--- src/rtl/text_writer_pkg.sv ---
// ----------------------------------------------------------------------------
// text_pkg
// Shared definitions for the text-mode writer and the display side:
//   - default screen geometry (COLS_DEF x ROWS_DEF) and clear character
//   - control-code byte values understood by the writer
//   - writer state encoding
//   - pack_addr(): builds the {row[4:0], col[6:0]} RAM address
// Optional feature macro used by the writer: TEXT_WRITER_TAB_EN.
// ----------------------------------------------------------------------------
package text_pkg;

    localparam int         COLS_DEF  = 80;
    localparam int         ROWS_DEF  = 25;
    localparam logic [7:0] BLANK_DEF = 8'h20;

    localparam logic [7:0] CC_BS  = 8'h08;
    localparam logic [7:0] CC_TAB = 8'h09;
    localparam logic [7:0] CC_LF  = 8'h0A;
    localparam logic [7:0] CC_FF  = 8'h0C;
    localparam logic [7:0] CC_CR  = 8'h0D;

    typedef enum logic [1:0] {
        CLR_ALL = 2'd0,
        IDLE    = 2'd1,
        CLR_ROW = 2'd2
    } state_t;

    // Row in the upper bits so a row occupies a contiguous 128-entry block.
    function automatic logic [11:0] pack_addr(input logic [4:0] row, input logic [6:0] col);
        return {row, col};
    endfunction

endpackage

--- src/rtl/text_writer_if.sv ---
// ----------------------------------------------------------------------------
// text_writer_if
// Groups the byte-stream handshake and the screen/colour RAM write bus.
//   in_data/in_valid/in_ready : byte stream into the writer
//   attr                      : colour attribute for every write
//   wr_addr/wr_char/wr_colr   : RAM write address and data
//   wren_ms/wren_mc           : screen / colour RAM write enables
//   cursor_x/cursor_y         : current cursor position
//   busy                      : writer is clearing
// modport master : byte producer side
// modport slave  : the writer itself
// ----------------------------------------------------------------------------
interface text_writer_if;
    logic [7:0]  in_data;
    logic        in_valid;
    logic        in_ready;
    logic [7:0]  attr;
    logic [11:0] wr_addr;
    logic [7:0]  wr_char;
    logic [7:0]  wr_colr;
    logic        wren_ms;
    logic        wren_mc;
    logic [6:0]  cursor_x;
    logic [4:0]  cursor_y;
    logic        busy;

    modport master (
        output in_data, in_valid, attr,
        input  in_ready, wr_addr, wr_char, wr_colr, wren_ms, wren_mc,
               cursor_x, cursor_y, busy
    );

    modport slave (
        input  in_data, in_valid, attr,
        output in_ready, wr_addr, wr_char, wr_colr, wren_ms, wren_mc,
               cursor_x, cursor_y, busy
    );
endinterface

--- src/rtl/text_writer.sv ---
// ----------------------------------------------------------------------------
// text_writer
// Feeds an 80x25 text-mode display: accepts bytes over valid/ready, decodes
// BS/LF/CR/FF (and TAB when TEXT_WRITER_TAB_EN is defined), tracks the cursor
// and issues one registered write per cycle to the screen and colour RAMs.
// After reset and on FF the whole screen is blanked; every row advance blanks
// the new row before more bytes are taken.
//
// Ports:
//   clk    : RAM-side clock
//   rst    : synchronous active-high reset (restarts the full clear)
//   io_bus : text_writer_if.slave (stream in, RAM write bus, cursor, busy)
//
// Optional feature: define TEXT_WRITER_TAB_EN to make 0x09 a tab stop every
// 8 columns; otherwise 0x09 is written like any printable byte.
// ----------------------------------------------------------------------------
module text_writer
    import text_pkg::*;
#(
    parameter int         COLS  = COLS_DEF,
    parameter int         ROWS  = ROWS_DEF,
    parameter logic [7:0] BLANK = BLANK_DEF
) (
    input  logic         clk,
    input  logic         rst,
    text_writer_if.slave io_bus
);

    localparam logic [6:0] COL_LAST = 7'(COLS - 1);
    localparam logic [4:0] ROW_LAST = 5'(ROWS - 1);

    state_t      r_state;
    logic [6:0]  r_col;
    logic [4:0]  r_row;
    logic [6:0]  r_clr_col;
    logic [4:0]  r_clr_row;
    logic [11:0] r_wr_addr;
    logic [7:0]  r_wr_char;
    logic [7:0]  r_wr_colr;
    logic        r_wren;
    logic        r_in_ready;

    logic       w_accept;
    logic [4:0] w_row_next;

    assign w_accept   = io_bus.in_valid && r_in_ready;
    assign w_row_next = (r_row == ROW_LAST) ? 5'd0 : r_row + 5'd1;

`ifdef TEXT_WRITER_TAB_EN
    // Next multiple of 8, one bit wider than the column so overflow past
    // COLS (up to 128) is visible.
    logic [7:0] w_tab_col;
    logic       w_tab_wrap;
    assign w_tab_col  = {({1'b0, r_col[6:3]} + 5'd1), 3'b000};
    assign w_tab_wrap = (w_tab_col >= 8'(COLS));
`endif

    always_ff @(posedge clk) begin
        if (rst) begin
            r_state    <= CLR_ALL;
            r_col      <= '0;
            r_row      <= '0;
            r_clr_col  <= '0;
            r_clr_row  <= '0;
            r_wr_addr  <= '0;
            r_wr_char  <= '0;
            r_wr_colr  <= '0;
            r_wren     <= 1'b0;
            r_in_ready <= 1'b0;
        end else begin
            r_wren <= 1'b0;
            case (r_state)
                CLR_ALL: begin
                    r_wren    <= 1'b1;
                    r_wr_addr <= pack_addr(r_clr_row, r_clr_col);
                    r_wr_char <= BLANK;
                    r_wr_colr <= io_bus.attr;
                    if (r_clr_col == COL_LAST) begin
                        r_clr_col <= '0;
                        if (r_clr_row == ROW_LAST) begin
                            r_clr_row <= '0;
                            r_state   <= IDLE;
                        end else begin
                            r_clr_row <= r_clr_row + 5'd1;
                        end
                    end else begin
                        r_clr_col <= r_clr_col + 7'd1;
                    end
                end

                CLR_ROW: begin
                    // The cursor row is already the row being cleared.
                    r_wren    <= 1'b1;
                    r_wr_addr <= pack_addr(r_row, r_clr_col);
                    r_wr_char <= BLANK;
                    r_wr_colr <= io_bus.attr;
                    if (r_clr_col == COL_LAST) begin
                        r_clr_col <= '0;
                        r_state   <= IDLE;
                    end else begin
                        r_clr_col <= r_clr_col + 7'd1;
                    end
                end

                default: begin // IDLE
                    // in_ready rises one cycle after returning here, so it
                    // stays low through the cycle of the last clear write.
                    r_in_ready <= 1'b1;
                    if (w_accept) begin
                        case (io_bus.in_data)
                            CC_CR: begin
                                r_col <= '0;
                            end

                            CC_BS: begin
                                if (r_col != 7'd0) begin
                                    r_col     <= r_col - 7'd1;
                                    r_wren    <= 1'b1;
                                    r_wr_addr <= pack_addr(r_row, r_col - 7'd1);
                                    r_wr_char <= BLANK;
                                    r_wr_colr <= io_bus.attr;
                                end
                            end

                            CC_FF: begin
                                r_col      <= '0;
                                r_row      <= '0;
                                r_clr_col  <= '0;
                                r_clr_row  <= '0;
                                r_in_ready <= 1'b0;
                                r_state    <= CLR_ALL;
                            end

                            CC_LF: begin
                                // No character write is pending, so the
                                // first clear write goes out right away.
                                r_col      <= '0;
                                r_row      <= w_row_next;
                                r_in_ready <= 1'b0;
                                r_wren     <= 1'b1;
                                r_wr_addr  <= pack_addr(w_row_next, 7'd0);
                                r_wr_char  <= BLANK;
                                r_wr_colr  <= io_bus.attr;
                                r_clr_col  <= 7'd1;
                                if (COL_LAST != 7'd0) begin
                                    r_state <= CLR_ROW;
                                end
                            end

`ifdef TEXT_WRITER_TAB_EN
                            CC_TAB: begin
                                if (w_tab_wrap) begin
                                    // Same as LF: immediate first clear write.
                                    r_col      <= '0;
                                    r_row      <= w_row_next;
                                    r_in_ready <= 1'b0;
                                    r_wren     <= 1'b1;
                                    r_wr_addr  <= pack_addr(w_row_next, 7'd0);
                                    r_wr_char  <= BLANK;
                                    r_wr_colr  <= io_bus.attr;
                                    r_clr_col  <= 7'd1;
                                    if (COL_LAST != 7'd0) begin
                                        r_state <= CLR_ROW;
                                    end
                                end else begin
                                    r_col <= w_tab_col[6:0];
                                end
                            end
`endif

                            default: begin
                                r_wren    <= 1'b1;
                                r_wr_addr <= pack_addr(r_row, r_col);
                                r_wr_char <= io_bus.in_data;
                                r_wr_colr <= io_bus.attr;
                                if (r_col == COL_LAST) begin
                                    // Character write goes out now; the row
                                    // clear follows on the next cycle.
                                    r_col      <= '0;
                                    r_row      <= w_row_next;
                                    r_clr_col  <= '0;
                                    r_in_ready <= 1'b0;
                                    r_state    <= CLR_ROW;
                                end else begin
                                    r_col <= r_col + 7'd1;
                                end
                            end
                        endcase
                    end
                end
            endcase
        end
    end

    assign io_bus.in_ready = r_in_ready;
    assign io_bus.wr_addr  = r_wr_addr;
    assign io_bus.wr_char  = r_wr_char;
    assign io_bus.wr_colr  = r_wr_colr;
    assign io_bus.wren_ms  = r_wren;
    assign io_bus.wren_mc  = r_wren;
    assign io_bus.cursor_x = r_col;
    assign io_bus.cursor_y = r_row;
    assign io_bus.busy     = (r_state != IDLE);

endmodule

--- src/flat_wrapper.sv ---
// flat-port wrapper written by rule: the top's interface ports become plain ports
module text_writer_flat import text_pkg::*;
#(
    parameter int         COLS  = COLS_DEF,
    parameter int         ROWS  = ROWS_DEF,
    parameter logic [7:0] BLANK = BLANK_DEF
)
  (clk, rst, io_bus_in_data, io_bus_in_valid, io_bus_attr, io_bus_in_ready, io_bus_wr_addr, io_bus_wr_char, io_bus_wr_colr, io_bus_wren_ms, io_bus_wren_mc, io_bus_cursor_x, io_bus_cursor_y, io_bus_busy);
  text_writer_if io_bus_i ();
  input  logic clk;
  input  logic rst;
  input wire logic [$bits(io_bus_i.in_data)-1:0] io_bus_in_data;
  input wire logic [$bits(io_bus_i.in_valid)-1:0] io_bus_in_valid;
  input wire logic [$bits(io_bus_i.attr)-1:0] io_bus_attr;
  output wire logic [$bits(io_bus_i.in_ready)-1:0] io_bus_in_ready;
  output wire logic [$bits(io_bus_i.wr_addr)-1:0] io_bus_wr_addr;
  output wire logic [$bits(io_bus_i.wr_char)-1:0] io_bus_wr_char;
  output wire logic [$bits(io_bus_i.wr_colr)-1:0] io_bus_wr_colr;
  output wire logic [$bits(io_bus_i.wren_ms)-1:0] io_bus_wren_ms;
  output wire logic [$bits(io_bus_i.wren_mc)-1:0] io_bus_wren_mc;
  output wire logic [$bits(io_bus_i.cursor_x)-1:0] io_bus_cursor_x;
  output wire logic [$bits(io_bus_i.cursor_y)-1:0] io_bus_cursor_y;
  output wire logic [$bits(io_bus_i.busy)-1:0] io_bus_busy;
  assign io_bus_i.in_data = io_bus_in_data;
  assign io_bus_i.in_valid = io_bus_in_valid;
  assign io_bus_i.attr = io_bus_attr;
  assign io_bus_in_ready = io_bus_i.in_ready;
  assign io_bus_wr_addr = io_bus_i.wr_addr;
  assign io_bus_wr_char = io_bus_i.wr_char;
  assign io_bus_wr_colr = io_bus_i.wr_colr;
  assign io_bus_wren_ms = io_bus_i.wren_ms;
  assign io_bus_wren_mc = io_bus_i.wren_mc;
  assign io_bus_cursor_x = io_bus_i.cursor_x;
  assign io_bus_cursor_y = io_bus_i.cursor_y;
  assign io_bus_busy = io_bus_i.busy;
  text_writer #(.COLS(COLS), .ROWS(ROWS), .BLANK(BLANK)) u_core (.clk(clk), .rst(rst), .io_bus(io_bus_i));
endmodule
--- config.mk ---
export PLATFORM = sky130hd
export DESIGN_NAME = text_writer_flat
export DESIGN_NICKNAME = d
export VERILOG_FILES = /design/src/rtl/text_writer_pkg.sv /design/src/rtl/text_writer_if.sv /design/src/rtl/text_writer.sv /design/src/flat_wrapper.sv
export SDC_FILE = /design/constraint.sdc
export NUM_CORES = 1
export LEC_CHECK = 0
export ABC_CLOCK_PERIOD_IN_PS = 4000
export CAP_MARGIN = 20
export CORE_MARGIN = 2
export CORE_UTILIZATION = 56
export CTS_CLUSTER_DIAMETER = 30
export DETAILED_ROUTE_END_ITERATION = 12
export PLACE_DENSITY = 0.94
export RECOVER_POWER = 100
export SLEW_MARGIN = 20
export SYNTH_ARGS = -nofsm -noshare
export SYNTH_HDL_FRONTEND = slang
export SYNTH_SLANG_ARGS = --single-unit
export TNS_END_PERCENT = 10
--- constraint.sdc ---
create_clock -name clk -period 4 [get_ports clk]
set_clock_uncertainty 0.1 [all_clocks]
set_input_delay 1 -clock clk [delete_from_list [all_inputs] [get_ports clk]]
set_output_delay 1 -clock clk [all_outputs]
set_load 0.05 [all_outputs]
# After elaboration in Yosys (flattened, before gate mapping)
# Index checks and enable logic that the tools add are counted.
# Widths: inputs -> output; s select.
# op_classes
add_sub_neg	5
eq_ne	20
n_mux	42
n_bitwise	4
n_reduce_logical	24
# op_table
cell	count
$mux 7	6
$pmux 12 s3	1
$eq 8x4->1 const B	4
$mux 8	4
$mux 5	6
$mux 12	2
$pmux 12 s2	1
$pmux 8 s3	1
$pmux 7 s3	1
$pmux 8 s2	1
$pmux 5 s3	1
$reduce_and 3->1	5
$add 7x1->7 const B	2
$eq 7x7->1 const B	2
$pmux 7 s2	1
$mux 6	2
$add 5x1->5 const B	2
$eq 5x5->1 const B	2
$mux 2	5
$ne 2x1->1 const B	5
$pmux 5 s2	1
$reduce_and 4->1	2
$reduce_or 2->1	4
$reduce_bool 7->1	1
other kinds (19)	33
# totals
register_bits	56
inputBits	19
out_inout_bits	44
elab_cells	106

# Longest topological paths before layout
# depth
ltp_word	5
ltp_mapped	10
mapped_depth_nobuf	7

# Worst setup path before layout
# OpenSTA, ideal clock, no wires.
# synth_path
kind	input-to-reg
start	input io_bus_in_data[5]
end	register u_core.r_wr_addr[5] (netlist: u_core.io_bus.wr_addr[5])
setup_ps	122
t_arrival_ps	2483
required_time_ps	3778
path_slack_ps	1296
stages	7
n_path_buf	2
path_cell_list	or4_1 > buf_4 > or2_1 > clkbuf_2 > a21o_1 > a211oi_1 > o21ai_1
# synth_between
elab_chain_cells	5
word_cells_on_any_way	11
cone_classes	6 x eq/ne; 3 x mux; 2 x reduce/logical
# synth_lines
element	line_no	text
from (decl)	flat_wrapper.sv:12	input wire logic [$bits(io_bus_i.in_data)-1:0] io_bus_in_data;
$eq 8x4->1	text_writer.sv:110	case (io_bus.in_data)
$reduce_or 2->1 (no line)	n/a	
$pmux 12 s3	text_writer.sv:110	
$mux 12	text_writer.sv:109	if (w_accept) begin
$pmux 12 s2	text_writer.sv:72	case (r_state)
to (signal assigned)	text_writer.sv:75	r_wr_addr <= pack_addr(r_clr_row, r_clr_col);
to (signal assigned)	text_writer.sv:94	r_wr_addr <= pack_addr(r_row, r_clr_col);
to (signal assigned)	text_writer.sv:119	r_wr_addr <= pack_addr(r_row, r_col - 7'd1);
to (decl)	text_writer.sv:37	logic [11:0] r_wr_addr;
# Parallel ways exist; a longest one is shown, timed or not. The select of a mux whose other input is x is not followed.
# A chain may end at the register's enable or synchronous reset.

# Final worst setup path
# layout_path
start	input io_bus_in_data[5]
end	register u_core.r_clr_row[4]
# layout_between
elab_chain_cells	3
# layout_lines
element	line_no	text
$eq 8x4->1	text_writer.sv:110	
$reduce_bool 2->1 (no line)	n/a	
$reduce_and 4->1 (no line)	n/a	
to (signal assigned)	text_writer.sv:84	r_clr_row <= r_clr_row + 5'd1;
to (decl)	text_writer.sv:36	logic [4:0] r_clr_row;
# No other way between the ends.

==> results_dict.tcl <==
set metrics [dict create \
    initial_core_util 0.5890 \
    synth.ff_latch_count 56 \
    cp-start-kind "input pin" \
    clock_path_buffers 2 \
    antenna_left 0 \
    fin_crit_sh 0.8876 \
    utilization 0.7033 \
    async_flop_share 0 \
    grt_max_degree 46 \
    fp-row-count 27 \
    cts_max_level 2 \
    dieArea_mm2 0.006492 \
    yosysUniqueCellTypes 70 \
    layout.nets 480 \
    grt_use_total 0.2872 \
    first_iter_violations 407 \
    coreArea_mm2 0.005574 \
    power.leakage_nw 1.497 \
    fmax_mhz 281.6 \
    crit_fanout 8 \
    post_cts_buffers 0 \
    postLayoutCellArea_mm2 0.003920 \
    synth_seq_area_share 0.3415 \
    diodes 0 \
    endpoint_kind "register" \
    synth_edf_count 0 \
    clk_pin_slew_ns 0.11 \
    tritoncts "done" \
    rsz0062_at_grt "no" \
    drive_above_1_share 0.03965 \
    cts_root_buf "clkbuf_8" \
    layout_commonest_cell "dfxtp_1" \
    synth_nets 439 \
    port_buffers 62 \
    cp.arrival_ns 3.65 \
    routedLengthMet1_um 3648 \
    critPathMaxStageDelay_ns 0.69 \
    vias 3493 \
    drv_slew 0 \
    wl_met3_um 776 \
    max_slew_margin 0.4873 \
    worstSetupPathType "input pin to register" \
    drt_wl_total_um 9133 \
    first_pass_iters 5 \
    min_period_ns 3.551 \
    antenna_found_initial 0 \
    post_synth.cell_area_avg_um2 7.969 \
    dp_cells 518 \
    place_worst_setup_slack_ns 0.4663 \
    dr_wl_met2_um 4422 \
    highest_layer "met4" \
    synth_flop_cell "dfxtp_1" \
    final_cell_mix "dfxtp_1 (56), dlygate4sd3_1 (46), nand2_1 (39)" \
    finalSetupViolCount 0 \
    cts_resized 0 \
    yosys_warnings 0 \
    die_w_um 80.57 \
    power.total_mw 1.079 \
    powerDensity_mw_per_mm2 275.3 \
    drc 0 \
    areaGrowthSynthToFinish_pct 19.40 \
    cts_made_buffers 5 \
    grt_pass1_vias 3196 \
    syn_inst 412 \
    die_height_um 80.57 \
    gr-total-overflow 0 \
    gp_congestion 0.9655 \
    status "finished, final reports clean" \
    avgViaCountPerCell 6.641 \
    ir_drop_uv 185.2 \
    tightest_slew_ns 0.7632 \
    worstSkewPairLatency_ns 0.32 \
    hp-class "register to register" \
    crit_slowest_cell "or4_1" \
    hold_viol_final 0 \
    ios 63 \
    dpl.hpwl_um 6384 \
    max_cap_violations 0 \
    crit_required_ns 4.10 \
    setup_slack_ns 0.4495 \
    path_cells "dlygate4sd3_1 -> or4_1 -> nor4_1 -> a22oi_1 -> o21ai_0 -> a21oi_1" \
    place_area_mm2 0.003859 \
    fin_cells 526 \
    grt_pass1_wl_um 14750 \
    wl_per_cell_um 17.36 \
    clock-sinks 56 \
    totalNegativeSetupSlack_ns 0 \
    whs_ns 0.3635 \
    netlist_area_mm2 0.003283 \
    hold_buffers 0 \
]
[critical path: cells and delay by family]
kind	cells	cell delay (ns)
and+or+nand+nor	2	1.38
AOI/OAI and AO/OA	3	0.69
buffers and inverters	1	0.58
[power by group]
part	internal (mW)	switching [mW]	total (mW)	leakage, nW
Sequential	0.581	0.0206	0.601	0.455
Combinational	0.0561	0.0868	0.143	0.997
Clock	0.141	0.194	0.335	0.0445
Total	0.778	0.301	1.08	1.50
[registers in the layout, summed over array words and instances (netlist names)]
name / cells
u_core.io_bus.cursor_x: 7
u_core.io_bus.cursor_y: 5
u_core.io_bus.in_ready: 1
u_core.io_bus.wr_addr: 12
u_core.io_bus.wr_char: 8
u_core.io_bus.wr_colr: 8
u_core.io_bus.wren_mc: 1
u_core.r_clr_col: 7
u_core.r_clr_row: 5
u_core.r_state: 2
[synth_stat cells (all sizes together), types with 11 or more instances]
master   n  area [um2]
a21oi   35       178.9
o21ai   29       148.9
inv     11       41.29
nand3   31       155.2
nor2    22       82.58
nor3    15       80.08
nand2   39       146.4
nand2b  12       75.07
dfxtp   56        1121
clkbuf  21       81.33
buf     11       83.82
[layout make-up]
class,count,area [um2]
well taps,72,90.09
clock inverters,1,7.507
multi-input cells,313,1923
inverters,11,41.29
repair buffers,66,650.6
fillers,439,1654
flip-flops and latches,56,1121
clock buffers,7,86.33
[path summary, 6_finish.rpt]
path         cells past startpoint                        end  slack [ns]                startpoint
min                              2   u_core.io_bus.wr_addr[7]        0.36  u_core.io_bus.wr_addr[7]
max reg2reg                      6  u_core.io_bus.cursor_y[1]        1.50         u_core.r_state[0]
min reg2reg                      2   u_core.io_bus.wr_addr[7]        0.36  u_core.io_bus.wr_addr[7]
max                              6        u_core.r_clr_row[4]        0.45         io_bus_in_data[5]
[metal layers]
layer,track usage,vias to the layer above
li1,-,1615
met1,0.3574,1649
met3,0.05281,32
met4,0.1424,0
met2,0.4742,197
met5,0,-
[kinds of logic (layout without fill, tap and decap cells)]
| group | count (synthesis) | count (layout) | share of synthesized area |
|---|---|---|---|
| flip-flops | 56 | 56 | 0.3415 |
| XOR/XNOR | 3 | 3 | 0.008005 |
| buffers and inverters | 43 | 85 | 0.06288 |
| AO/OA/AOI/OAI | 134 | 134 | 0.2759 |
| adder cells (fa/ha/maj) | 8 | 8 | 0.03049 |
| AND/OR/NAND/NOR | 167 | 167 | 0.2778 |
| multiplexers | 1 | 1 | 0.003430 |
(Power assumes the default switching activity.)
